**config.mk**
```make
export PLATFORM = sky130hd
export DESIGN_NAME = instr_fetch_unit
export DESIGN_NICKNAME = d
export VERILOG_FILES = /design/src/rtl/fetch_pkg.sv /design/src/rtl/instr_fetch_unit_fifo.sv /design/src/rtl/instr_fetch_unit.sv
export SDC_FILE = /design/constraint.sdc
export NUM_CORES = 1
export LEC_CHECK = 0
export CAP_MARGIN = 15
export CORE_MARGIN = 2
export CORE_UTILIZATION = 52
export CTS_CLUSTER_DIAMETER = 80
export DETAILED_ROUTE_END_ITERATION = 8
export GPL_TIMING_DRIVEN = 0
export PLACE_DENSITY = 0.81
export REMOVE_ABC_BUFFERS = 1
export SKIP_CTS_REPAIR_TIMING = 1
export SYNTH_ARGS = -nofsm -noshare
export SYNTH_HDL_FRONTEND = slang
export SYNTH_SLANG_ARGS = --single-unit
```
**constraint.sdc**
```tcl
create_clock -name clk_i -period 2.7 [get_ports clk_i]
set_input_delay 0.54 -clock clk_i [delete_from_list [all_inputs] [get_ports clk_i]]
set_output_delay 0.54 -clock clk_i [all_outputs]
set_load 0.1 [all_outputs]
```
**src/rtl/fetch_pkg.sv**
```systemverilog
// Shared types for the instruction fetch unit: state encoding and buffered fetch entry.
// The entry struct is sized to the default ADDR_WIDTH/DATA_WIDTH of instr_fetch_unit.
package fetch_pkg;

  localparam int unsigned ILEN_BYTES   = 4;
  localparam int unsigned ENTRY_PC_W   = 64;
  localparam int unsigned ENTRY_INST_W = 32;

  typedef enum logic {
    RUN  = 1'b0,
    HALT = 1'b1
  } fetch_state_t;

  typedef struct packed {
    logic [ENTRY_PC_W-1:0]   pc;
    logic [ENTRY_INST_W-1:0] inst;
    logic                    fault;
  } fetch_entry_t;

endpackage

```
**src/rtl/instr_fetch_unit_fifo.sv**
```systemverilog
// fetch_fifo: synchronous FIFO of fetch_entry_t, power-of-two depth, flush wins over push.
// Storage is reset so the head reads as all-zero out of reset.
module fetch_fifo
  import fetch_pkg::*;
#(
  parameter int unsigned DEPTH = 2
) (
  input  logic                       clk_i,
  input  logic                       rst_n_i,
  input  logic                       push_i,
  input  logic                       pop_i,
  input  logic                       flush_i,
  input  fetch_entry_t               data_i,
  output fetch_entry_t               data_o,
  output logic                       full_o,
  output logic                       empty_o,
  output logic [$clog2(DEPTH):0]     count_o
);

  localparam int unsigned PTR_W = $clog2(DEPTH);
  localparam int unsigned CNT_W = PTR_W + 1;

  fetch_entry_t           mem_q [DEPTH];
  fetch_entry_t           mem_d [DEPTH];
  logic [PTR_W-1:0]       wr_ptr_q, wr_ptr_d;
  logic [PTR_W-1:0]       rd_ptr_q, rd_ptr_d;
  logic [CNT_W-1:0]       count_q, count_d;
  logic                   do_push, do_pop;

  always_comb begin
    mem_d    = mem_q;
    wr_ptr_d = wr_ptr_q;
    rd_ptr_d = rd_ptr_q;
    count_d  = count_q;
    do_pop   = pop_i & (count_q != '0);
    do_push  = push_i & ((count_q != CNT_W'(DEPTH)) | do_pop);

    if (flush_i) begin
      wr_ptr_d = '0;
      rd_ptr_d = '0;
      count_d  = '0;
    end else begin
      if (do_push) begin
        mem_d[wr_ptr_q] = data_i;
        wr_ptr_d        = wr_ptr_q + PTR_W'(1);
      end
      if (do_pop) begin
        rd_ptr_d = rd_ptr_q + PTR_W'(1);
      end
      case ({do_push, do_pop})
        2'b10:   count_d = count_q + CNT_W'(1);
        2'b01:   count_d = count_q - CNT_W'(1);
        default: count_d = count_q;
      endcase
    end
  end

  always_ff @(posedge clk_i or negedge rst_n_i) begin
    if (!rst_n_i) begin
      for (int unsigned i = 0; i < DEPTH; i++) begin
        mem_q[i] <= '0;
      end
      wr_ptr_q <= '0;
      rd_ptr_q <= '0;
      count_q  <= '0;
    end else begin
      mem_q    <= mem_d;
      wr_ptr_q <= wr_ptr_d;
      rd_ptr_q <= rd_ptr_d;
      count_q  <= count_d;
    end
  end

  assign data_o  = mem_q[rd_ptr_q];
  assign full_o  = (count_q == CNT_W'(DEPTH));
  assign empty_o = (count_q == '0);
  assign count_o = count_q;

endmodule

```
**src/rtl/instr_fetch_unit.sv**
```systemverilog
// Instruction fetch: PC register, RUN/HALT control, ROM sampling into a fetch FIFO for decode.
// Optional performance counters are built when FETCH_PERF_CNT_EN is defined.
module instr_fetch_unit
  import fetch_pkg::*;
#(
  parameter int unsigned           ADDR_WIDTH = 64,
  parameter int unsigned           DATA_WIDTH = 32,
  parameter logic [ADDR_WIDTH-1:0] RESET_PC   = '0,
  parameter int unsigned           FIFO_DEPTH = 2
) (
  input  logic                  clk_i,
  input  logic                  rst_n_i,
  output logic [ADDR_WIDTH-1:0] rom_addr_o,
  input  logic [DATA_WIDTH-1:0] rom_data_i,
  input  logic                  rom_illegal_i,
  input  logic                  redirect_valid_i,
  input  logic [ADDR_WIDTH-1:0] redirect_pc_i,
  output logic                  inst_valid_o,
  input  logic                  inst_ready_i,
  output logic [DATA_WIDTH-1:0] inst_o,
  output logic [ADDR_WIDTH-1:0] inst_pc_o,
  output logic                  inst_fault_o
`ifdef FETCH_PERF_CNT_EN
  ,
  output logic [63:0]           fetched_cnt_o,
  output logic [63:0]           stall_cnt_o
`endif
);

  localparam int unsigned CNT_W = $clog2(FIFO_DEPTH) + 1;

  fetch_state_t          state_q, state_d;
  logic [ADDR_WIDTH-1:0] pc_q, pc_d;
  logic                  pop, push;
  logic                  fifo_full, fifo_empty;
  logic [CNT_W-1:0]      fifo_count;
  fetch_entry_t          push_entry, head;

  always_comb begin
    pop  = ~fifo_empty & inst_ready_i;
    push = (state_q == RUN) & ((fifo_count < CNT_W'(FIFO_DEPTH)) | pop) & ~redirect_valid_i;

    push_entry.pc    = ENTRY_PC_W'(pc_q);
    push_entry.inst  = rom_illegal_i ? '0 : ENTRY_INST_W'(rom_data_i);
    push_entry.fault = rom_illegal_i;

    pc_d    = pc_q;
    state_d = state_q;
    // Redirect overrides everything; a faulting push parks the PC on the bad address.
    if (redirect_valid_i) begin
      pc_d    = redirect_pc_i;
      state_d = RUN;
    end else if (push) begin
      if (rom_illegal_i) begin
        state_d = HALT;
      end else begin
        pc_d = pc_q + ADDR_WIDTH'(ILEN_BYTES);
      end
    end
  end

  always_ff @(posedge clk_i or negedge rst_n_i) begin
    if (!rst_n_i) begin
      pc_q    <= RESET_PC;
      state_q <= RUN;
    end else begin
      pc_q    <= pc_d;
      state_q <= state_d;
    end
  end

  fetch_fifo #(
    .DEPTH(FIFO_DEPTH)
  ) u_fifo (
    .clk_i  (clk_i),
    .rst_n_i(rst_n_i),
    .push_i (push),
    .pop_i  (pop),
    .flush_i(redirect_valid_i),
    .data_i (push_entry),
    .data_o (head),
    .full_o (fifo_full),
    .empty_o(fifo_empty),
    .count_o(fifo_count)
  );

  assign rom_addr_o   = pc_q;
  assign inst_valid_o = ~fifo_empty;
  assign inst_o       = head.inst[DATA_WIDTH-1:0];
  assign inst_pc_o    = head.pc[ADDR_WIDTH-1:0];
  assign inst_fault_o = head.fault;

`ifdef FETCH_PERF_CNT_EN
  logic [63:0] fetched_cnt_q, fetched_cnt_d;
  logic [63:0] stall_cnt_q, stall_cnt_d;

  always_comb begin
    fetched_cnt_d = fetched_cnt_q + {63'b0, push};
    stall_cnt_d   = stall_cnt_q + {63'b0, (state_q == RUN) & fifo_full & ~pop};
  end

  always_ff @(posedge clk_i or negedge rst_n_i) begin
    if (!rst_n_i) begin
      fetched_cnt_q <= '0;
      stall_cnt_q   <= '0;
    end else begin
      fetched_cnt_q <= fetched_cnt_d;
      stall_cnt_q   <= stall_cnt_d;
    end
  end

  assign fetched_cnt_o = fetched_cnt_q;
  assign stall_cnt_o   = stall_cnt_q;
`else
  // The full flag only feeds the stall counter.
  logic unused_full;
  assign unused_full = fifo_full;
`endif

endmodule

```
==> reports/results.tsv <==
metric	value	unit
main flop type after synthesis	dfrtp_1	
Worst-path clk slew	0.06	ns
wire length after detailed routing	36300	um
Area after DPL	15500	um2
Reg power frac	33.8	%
Synth Area in Compound Gates	7.12	%
Post-Synth Adder-Cell Area	0.0957	%
grt ovf	0	
Clk Latency, worst-skew pair	0.54	ns
Synth area leaders	dfrtp_1 (50%), nand2_1 (14%), mux2_2 (8.6%)	
cts bufs inserted	28	
fin worst setup slack	0.0231	ns
clock power share	26.0	%
DP HPWL	22600	um
DIE HEIGHT	163	um
failing checks	hold timing	
Fmax	0.374	GHz
clock buffer depth	3	
Yosys top cell area share	50.3	%
Top Ports	263	
static leakage	8.16	nW
fill cell count	2001	
GRT Util Overall	26.4	%
Max-slew headroom	30.7	%
Residual DRC	0	
via/cell ratio	5.51	
Place WS	-1.58	ns
Pwr Total	15.9	mW
Power Density	965	nW/um2
Post-Synth Simple-Gate Area	24.3	%
Design Area, Final	16500	um2
Req. time, crit path	2.16	ns
Net Sw Frac	44.8	%
DR vias	10819	
DIE AREA	26400	um2
r2r worst-path depth	7	
synthesis-stage register bit count	263	
outcome	finished, violations left	
global-route wire length before repair	56300	um
GP Congestion	0.817	
Worst R2R Start	state_q$_DFFE_PN0P_	
core area	25000	um2
Max VDD drop	592	uV
Net Switching	7.15	mW
Clock Skew	0.0119	ns
H-Tree Depth	1	
largest net degree at the start of global routing	104	
initial cell density of the core	52.4	%
Pre-antenna DRT Iters	5	
PortBufs	262	
Die Span X	163	um
Cells after DPL	1888	
area delta synth->final	26.3	%
RSZ-0062 raised after global routing	yes	
register area share after synthesis	50.3	%
CTS tree	built	
share of cells above drive strength 1	18.8	%
Setup Crit Path Kind	reg -> out	
multiplexer share of the synthesized area	8.84	%
Max-Cap Viols	0	
CTS sink cnt	263	
minimum clock period	2.68	ns
initial DRC count	869	
CP endpoint kind	output pin	
average instance area after synthesis	9.09	um2
largest area contributor in the netlist	dfrtp_1	
Rows	58	
Critical Path Source Type	flip-flop	
Mapped Cells	1439	
Post-synth EDFFs	0	
post-route ant nets	0	
Hold Path Class	in -> async	
Mapped Area	13100	um2
Setup crit start	u_fifo.rd_ptr_q$_DFFE_PN0P_	
clock root cell	clkbuf_16	
Crit Path Max Fanout	25	
vias in the first global route	10640	
Synth cell types	52	
Final period util	99.1	%
per-cell routed wire length	18.5	um
final setup vio count	0	
WP data arrival	2.14	ns
Least-Margin Pin Slew	1.04	ns
Async S/R FF share, synth	100	%
Fin Hold WS	-0.0364	ns
Final Max Tran Viols	0	
Finished Layout Cells	1962	
internal power	8.79	mW
initial antenna violation count	2	
Ys Warns	0	
Synth Area in XOR/XNOR	2.48	%
endpoints failing hold	19	
post-layout net count	1710	
power share of the combinational group	40.1	%
largest family of logic cells by synthesized area	simple AND/OR/NAND/NOR gates	
## worst max-delay path, stage by stage (launching register included)
cell       delay [ns]
dfrtp_4          0.64
clkbuf_16        0.31
mux2_2           0.35
buf_2            0.29
## power groups by stage
stage	clock (mW)	sequential, mW	combinational [mW]
2_1_floorplan	0	5.96	4.57
3_3_place_gp	0	5.47	6.59
3_5_place_dp	0	5.47	6.65
4_1_cts	4.22	5.41	6.67
5_1_grt	4.40	5.51	6.71
6_report	4.15	5.40	6.40
## cells in the mapped netlist, drive strengths merged (6+ instances only)
cell and instances:
and2 6, a31oi 21, nor3 15, and3 10
mux2 100, buf 79, clkbuf 79, nor4 12
or4 11, nor2b 9, or3 14, inv 7
nand4 29, xnor2 18, nand2b 33, dfrtp 263
xor2 19, nand3 19, and4 8, nor2 29
o31ai 8, nand2 496, o21ai 123
## cell type report
class | instances | area [um2] | share of cell area, %
sequential | 263 | 6590 | 39.9
multi-input combinational | 1012 | 5670 | 34.3
timing repair buffer | 296 | 2800 | 17.0
clock buffer | 40 | 847 | 5.13
tap | 330 | 413 | 2.50
clock inverter | 12 | 164 | 0.992
inverter | 7 | 28.8 | 0.174
antenna | 2 | 5.00 | 0.0303
## cells in the final DEF, fill, tap and decap left out, drive strengths merged, types with 3 or more instances in the layout
| cell type | n |
|---|---|
| a21oi | 4 |
| a31oi | 21 |
| and2 | 6 |
| and3 | 10 |
| and4 | 8 |
| buf | 116 |
| bufinv | 4 |
| clkbuf | 57 |
| clkdlybuf4s50 | 99 |
| clkinv | 8 |
| dfrtp | 263 |
| dlymetal6s2s | 64 |
| inv | 7 |
| mux2 | 100 |
| mux2i | 3 |
| nand2 | 496 |
| nand2b | 34 |
| nand3 | 19 |
| nand4 | 29 |
| nor2 | 29 |
| nor2b | 9 |
| nor3 | 15 |
| nor4 | 12 |
| o21a | 3 |
| o21ai | 123 |
| o31ai | 8 |
| or2 | 4 |
| or3 | 14 |
| or4 | 11 |
| xnor2 | 18 |
| xor2 | 19 |
## routing by layer
metal	part of all wire [%]	up-vias	wire, um	GRT usage, %
met5	0	-	0	0
met4	2.4	0	869	7.96
met3	7.4	68	2680	5.32
met2	48	378	17300	43.4
met1	43	5285	15500	35.7
li1	-	5088	-	-
## sequential cells by signal (all words and copies together) (netlist names)
signal           flops
u_fifo.rd_ptr_q      1
rom_addr_o          64
u_fifo.wr_ptr_q      1
u_fifo.count_o       2
u_fifo.mem_q       194
state_q              1
## worst paths after layout
path,slack (ns),end
worst max-delay path,0.02,inst_pc_o[16]
worst min-delay path,-0.04,u_fifo.mem_q[7]$_DFFE_PN0P_
worst max register to register,0.19,rom_addr_o[27]$_DFFE_PN0P_
worst min register to register,0.47,u_fifo.mem_q[42]$_DFFE_PN0P_
max in group asynchronous,1.81,u_fifo.rd_ptr_q$_DFFE_PN0P_
min in group clk_i,0.47,u_fifo.mem_q[42]$_DFFE_PN0P_
## stage by stage
stage                     util, %  setup TNS, ns  hold WS [ns]
after floorplan                 -        -376.71         0.244
after global placement       61.1       -4315.87         0.452
after detailed placement     62.1        -212.93         0.457
after CTS                    66.2        -143.11       -0.0254
after global routing         66.2        -0.0530       0.00563
final                        66.2              0       -0.0364
## logic make-up after synthesis
logic type | count (synthesis)
adders and majority gates | 1
DFF | 263
xor gates and xnor gates | 37
AOI/OAI and AO/OA | 168
muxes | 103
and+or+nand+nor | 702
buffers and inverters | 165
Note: power is estimated with default switching activity, not from simulation.
